<file path="config.mk">
export PLATFORM = sky130hd
export DESIGN_NAME = lb_window9x9
export DESIGN_NICKNAME = d
export VERILOG_FILES = /design/src/rtl/lb_window9x9.sv
export SDC_FILE = /design/constraint.sdc
export NUM_CORES = 2
export LEC_CHECK = 0
export BUFFER_PORTS_ARGS = -buffer_cell sky130_fd_sc_hd__buf_2
export CAP_MARGIN = 5
export CORE_AREA = 2 2 555 336
export DETAILED_ROUTE_END_ITERATION = 10
export DIE_AREA = 0 0 557 338
export PLACE_DENSITY_LB_ADDON = 0.2
export SYNTH_ARGS = -nofsm -noshare
export SYNTH_HDL_FRONTEND = slang
export SYNTH_SLANG_ARGS = --single-unit
</file>
<file path="constraint.sdc">
create_clock -name clk -period 10.77 [get_ports clk]
set_input_delay 2.154 -clock clk [delete_from_list [all_inputs] [get_ports clk]]
set_output_delay 2.154 -clock clk [all_outputs]
set_load 0.01 [all_outputs]
</file>
<file path="src/rtl/lb_window9x9.sv">
// lb_window9x9 -- raster-order pixel stream to 9x9 sliding windows (stride 1).
// Eight row line buffers plus a 9x9 shift register build each window, which is
// presented as one flat 81-element vector; element k = r*9+c, with r counted
// from the oldest row and c from the left. A window is emitted one clock after
// the pixel that completes it is accepted. out_row/out_col give the position of
// element 80.
// Optional build macro: LB_BINARIZE_EN. When it is defined, each accepted pixel
// is thresholded against BIN_THRESH before it is stored.
module lb_window9x9 #(
  parameter int IMG_W      = 28,
  parameter int IMG_H      = 28,
  parameter int PIX_W      = 7,
  parameter int WIN        = 9,
  parameter int BIN_THRESH = 64
) (
  input  logic                     clk,
  input  logic                     rst_n,
  input  logic                     in_valid,
  output logic                     in_ready,
  input  logic                     in_sof,
  input  logic [PIX_W-1:0]         in_pix,
  output logic                     out_valid,
  input  logic                     out_ready,
  output logic [81*PIX_W-1:0]      out_win,
  output logic [7:0]               out_row,
  output logic [7:0]               out_col
);

  localparam int         NE       = WIN * WIN;
  localparam int         NL       = WIN - 1;
  localparam int         AW       = $clog2(IMG_W);
  localparam logic [7:0] COL_LAST = 8'(IMG_W - 1);
  localparam logic [7:0] ROW_LAST = 8'(IMG_H - 1);
  localparam logic [7:0] EDGE     = 8'(WIN - 1);

  logic [7:0]          col_r, row_r;
  logic [7:0]          pos_col_s, pos_row_s, nxt_col_s, nxt_row_s;
  logic [AW-1:0]       addr_s;
  logic                accept_s, done_s;
  logic [PIX_W-1:0]    pix_s;
  logic [PIX_W-1:0]    lb_r [NL][IMG_W];
  logic [PIX_W-1:0]    column_s [WIN];
  logic [NE*PIX_W-1:0] win_r, win_nxt_s;
  logic                out_valid_r;
  logic [7:0]          out_row_r, out_col_r;

  // The stage accepts a pixel whenever the output slot is free or is being drained.
  assign in_ready = !out_valid_r || out_ready;
  assign accept_s = in_valid && in_ready;

  assign out_valid = out_valid_r;
  assign out_win   = win_r;
  assign out_row   = out_row_r;
  assign out_col   = out_col_r;

  // Pixel conditioning ahead of storage: optional threshold to all-ones or zero.
  always_comb begin
    pix_s = in_pix;
`ifdef LB_BINARIZE_EN
    if ({{(32-PIX_W){1'b0}}, in_pix} >= $unsigned(BIN_THRESH)) begin
      pix_s = {PIX_W{1'b1}};
    end else begin
      pix_s = {PIX_W{1'b0}};
    end
`endif
  end

  // Position of the pixel being offered (SOF forces it to 0,0) and the position that follows it.
  always_comb begin
    pos_col_s = col_r;
    pos_row_s = row_r;
    nxt_col_s = 8'd0;
    nxt_row_s = 8'd0;
    if (in_sof) begin
      pos_col_s = 8'd0;
      pos_row_s = 8'd0;
    end else begin
      pos_col_s = col_r;
      pos_row_s = row_r;
    end
    if (pos_col_s == COL_LAST) begin
      nxt_col_s = 8'd0;
      if (pos_row_s == ROW_LAST) begin
        nxt_row_s = 8'd0;
      end else begin
        nxt_row_s = pos_row_s + 8'd1;
      end
    end else begin
      nxt_col_s = pos_col_s + 8'd1;
      nxt_row_s = pos_row_s;
    end
  end

  assign addr_s = pos_col_s[AW-1:0];
  assign done_s = (pos_row_s >= EDGE) && (pos_col_s >= EDGE);

  // Build the incoming column (oldest row first) and the window shifted left by one column.
  always_comb begin
    win_nxt_s = win_r;
    for (int i = 0; i < NL; i++) begin
      column_s[i] = lb_r[NL-1-i][addr_s];
    end
    column_s[NL] = pix_s;
    for (int r = 0; r < WIN; r++) begin
      for (int c = 0; c < WIN - 1; c++) begin
        win_nxt_s[(r*WIN+c)*PIX_W +: PIX_W] = win_r[(r*WIN+c+1)*PIX_W +: PIX_W];
      end
      win_nxt_s[(r*WIN+WIN-1)*PIX_W +: PIX_W] = column_s[r];
    end
  end

  // Line buffers: each row moves down one buffer at the accepted column, new pixel enters lb0.
  always_ff @(posedge clk) begin
    if (accept_s) begin
      lb_r[0][addr_s] <= pix_s;
      for (int i = 1; i < NL; i++) begin
        lb_r[i][addr_s] <= lb_r[i-1][addr_s];
      end
    end
  end

  // Counters, window shift register and the registered output slot.
  always_ff @(posedge clk) begin
    if (!rst_n) begin
      col_r       <= 8'd0;
      row_r       <= 8'd0;
      win_r       <= '0;
      out_valid_r <= 1'b0;
      out_row_r   <= 8'd0;
      out_col_r   <= 8'd0;
    end else begin
      if (accept_s) begin
        col_r <= nxt_col_s;
        row_r <= nxt_row_s;
        win_r <= win_nxt_s;
      end
      if (accept_s && done_s) begin
        out_valid_r <= 1'b1;
        out_row_r   <= pos_row_s;
        out_col_r   <= pos_col_s;
      end else if (out_ready) begin
        out_valid_r <= 1'b0;
      end
    end
  end

endmodule
</file>
# After elaboration in Yosys (flattened, before gate mapping)
# Memories as Yosys holds them, arrays and structs flattened.
# Index checks and enable logic that the tools add are counted.
[word_totals] n_memories=1 rom_bits=0 register_bits=600 output_inout_bits=585 ram_bits=1568 latchBits=0 elab_cells=58
[op_classes] add_sub_neg=2 n_shift=0 magnitude_cmp=4 bitwise=1 mul=0 n_eq_ne=2 reduce_logical=7 div_mod_pow=0 n_mux=35
[mem_list] name="lb_r" depth=8 word_bits=196 rd=8 rd_ports_with_merged_regs=0 wr=8 line_no="41" rtl="logic [PIX_W-1:0] lb_r [NL][IMG_W];"
[op_table] op="7-bit binary-select mux with 5-bit select" count=8
[op_table] op="196-bit 2-to-1 mux" count=1
[op_table] op="7-bit 2-to-1 mux" count=17
[op_table] op="8-bit 2-to-1 mux" count=5
[op_table] op="7-bit demux with 5-bit select" count=1
[op_table] op="8-bit by 1-bit adder with 8-bit output (second input constant)" count=2
[op_table] op="8-bit by 5-bit equality test with 1-bit output (second input constant)" count=2
[op_table] op="8-bit by 4-bit >= comparator with 1-bit output (second input constant)" count=2
[op_table] op="6-bit >= comparator (second input constant)" count=1
[op_table] op="6-bit by 1-bit < comparator with 1-bit output (second input constant)" count=1
[op_table] op="5-bit inverter with 6-bit output" count=1
[op_table] op="1-bit logical AND" count=4
[op_table] op="1-bit 2-to-1 mux" count=3
[op_table] op="2-bit nonzero test" count=1
[op_table] op="1-bit zero test" count=1
[op_table] op="1-bit logical OR" count=1

# Logic depth before layout (Yosys ltp)
[depth] word_depth=7 mapped_depth=14

# Worst setup path after synthesis
# OpenSTA, ideal clock, no wires.
[synth_timing] kind="input-to-reg" from="input in_sof" to="memory lb_r[0][280] (netlist bit), enable pin" required_time_ps=10159 path_slack_ps=1222 cell_stages=9 t_arrival_ps=8937 cell_sequence="nand2b_2 > inv_2 > buf_2 > buf_2 > buf_2 > ha_1 > clkbuf_1 > inv_1 > nor4_1"
[synth_rtl] item="from (decl)" line_no="20" rtl="input logic in_sof,"
[synth_rtl] item="to (decl)" line_no="41"

==> impl_metrics.ini <==
[global_route]
global_route.usage.met1_pct = 38.6
grt_met3_usage_pct = 4.76
first_global_vias = 49700
antenna_found_initial = 2
grt_start_max_net_pins = 205
globalRouteTotalUtil_pct = 26.0
grt_first_pass_wirelength_mm = 358
global_routing_s_busiest_layer = met2
groute.layer.met2.usage_pct = 39.0
grt_overflow = 0

[power_and_ir_drop]
vdd_ir_drop_max_v = 0.000140
p_int_w = 0.0132
power.clock.fraction_pct = 40.1
power_leakage_nw = 31.2
power.density_nw_per_um2 = 182
netSwitchingFraction_pct = 22.6
power.sequential.fraction_pct = 54.1
net_switching_component_of_the_power_w = 0.00386
share_comb_of_total_power_pct = 5.8

[layout]
most_frequent_cells_in_the_layout = 1,568 x sky130_fd_sc_hd__edfxtp_1, 1,205 x sky130_fd_sc_hd__nand2_1, 598 x sky130_fd_sc_hd__dfxtp_1, 596 x sky130_fd_sc_hd__a21oi_1, 595 x sky130_fd_sc_hd__buf_2
fin_cells = 9279
drive_gt1_share_pct = 18.7
nets_finish = 6665
most_frequent_standard_cell_in_the_layout_excluding_fill_and_tap_cells = sky130_fd_sc_hd__edfxtp_1
final_cell_area_um2 = 93800
area_growth_syn_to_layout_pct = 14.1

[yosys]
synth_async_sr_flop_share_pct = 0
yosys_warnings = 0
netlist-cell-type-count = 59
synth_area_per_cell_um2 = 13.3
syn_nets = 6177
post_synth_instance_area_um2 = 82200
predominant_post_synthesis_flop_cell = sky130_fd_sc_hd__edfxtp_1
count_of_flip_flops_with_a_built_in_enable_after_synthesis = 1568
synth.ff_latch_count = 2168
share_of_the_yosys_chip_area_belonging_to_registers_pct = 71.9
synth_cells = 6159

[cts]
cts-resized-gates = 0
clock_sink_count = 2168
cts_tree = built
cts_buffer_depth = 4
cts_inserted_buffers = 196
cts-root-buf = sky130_fd_sc_hd__clkbuf_16
h_tree_lvls = 4
postCtsSetupBuffers = 0
clk_latency_ns = 0.86
clock_pin_slew_reported_for_the_worst_setup_and_hold_paths_after_clock_tree_synthesis_ns = 0.07
cts_hold_buffers = 0

[hold_path]
timing.hold.worst.class = reg -> reg
hold_depth = 2

[sta]
finalSetupViolCount = 0
fin_crit_ns = 6.20
maxSlewViolCount = 0
rsz0062_at_grt = no
hold-worst-slack_ns = 0.444
max_freq_ghz = 0.161
final_hold_viol_count = 0
clock_skew_ns = 0.0597
tightestPinTransition_ns = 1.22
fin_tns_setup_ns = 0
timing.slew.headroom_pct = 18.7
timing.final.crit_share_pct = 57.6

[place]
placement.cell_area_um2 = 87700
cell_count_post_placement = 8929
detailed_place_hpwl_mm = 141
port_buffers = 596
gpl.final_weighted_congestion = 0.823

[drt]
first_iter_violations = 7165
post_drt_wl_per_cell_um = 27.6
drc = 0
viasPerCell = 5.89
finalWirelength_mm = 256
route.vias.total = 54700
dr.pass1.iters = 6
ant_nets = 0

[floorplanning]
die_w_um = 557
floorplan.io_pins = 597
dieArea_um2 = 188000
std_cell_rows = 122
fp.dieH_um = 338
core_area_um2 = 183000
initial_utilization_pct = 44.8

[worst_setup_path]
timing.critical_path.slowest_stage_cell = sky130_fd_sc_hd__a2111oi_0
worst_ep_arrival_time_ns = 6.85
critPathRequiredTime_ns = 11.42
timing_worst_setup_path_type = in -> reg
cp_common_cell = sky130_fd_sc_hd__buf_4
cp-end-kind = flip-flop
worst_setup_path_start_kind = primary input
critical-path-max-stage-delay_ns = 0.73
crit_path_cell_trace = buf_4, nand2b_2, clkinv_2, nand2_4, buf_4, buf_4, a211oi_1, a2111oi_0, a311oi_1, nor2_1, buf_4
critical_path_peak_fanout = 28
ff2ff_path_depth = 8

[run]
drv_cap = 0

[outcome]
status = finished, final reports clean
## critical path, delay by kind of cell
kind	cells	cell delay, ns
AO/OA/AOI/OAI	3	0.97
buffers and inverters	5	2.26
AND/OR/NAND/NOR	3	1.40
## final timing paths
check	from	to	slack, ns
setup / recovery	in_sof	lb_r[1][74]	4.57
setup reg to reg	col_r[0]	lb_r[1][716]	5.20
hold reg to reg	out_win[36]	out_win[29]	0.44
hold / removal	out_win[36]	out_win[29]	0.44
## power groups by stage
stage,clock [W],combinational [W],sequential (W)
2_1_floorplan,0,0.000586,0.00940
3_3_place_gp,0,0.000954,0.00941
3_5_place_dp,0,0.000972,0.00942
4_1_cts,0.00693,0.000974,0.00923
5_1_grt,0.00725,0.00105,0.00923
6_report,0.00685,0.000988,0.00923
## state kept, by name, indices dropped and copies added, names as in the netlist
signal	count
out_row	8
lb_r	1568
col_r	8
out_valid	1
out_col	8
row_r	8
out_win	567
## through the flow
stage	total power, W	worst slack, ns	util (%)
after floorplan	0.00998	1.22	-
after global placement	0.0104	3.99	47.8
after detailed placement	0.0104	3.89	47.8
after CTS	0.0171	4.80	51.2
after global routing	0.0175	4.41	51.2
final	0.0171	4.57	51.2
## logic make-up (layout without fill, tap and decap cells)
group,Yosys count,in the layout,share of synthesized area (%)
mux,445,445,5.73
simple gates,1519,1519,7.39
compound gates,1531,1531,12.1
other cells,0,1,0
fa+ha+maj,6,6,0.0914
buf+inv,490,1129,2.78
flops,2168,2168,71.9
## layer usage
metal | wire (um) | part of all wire [%]
met1 | 111000 | 43
met2 | 114000 | 45
met3 | 23400 | 9.1
met4 | 7480 | 2.9
met5 | 0 | 0
## cell type report
class / instances / area (um2)
clock inverters: 73 / 644
well taps: 2480 / 3100
inverters: 19 / 83.8
fillers: 15600 / 89600
diodes: 1 / 2.50
repair buffers: 761 / 4300
flip-flops and latches: 2168 / 59100
multi-input cells: 3501 / 21100
clock buffers: 276 / 5470
## cells in the mapped netlist, drive strengths merged, types with 112 or more instances
master  count  area, um2
dfxtp     600      12000
o21ai     182        911
a221oi    112        981
mux2      203       2290
o22ai     154        963
nand2    1209       4540
edfxtp   1568      47100
a21oi     596       2980
buf       168       1080
mux2i     242       2420
clkbuf    303       1140
nor2      155        584
Note: power is estimated with default switching activity, not from simulation.
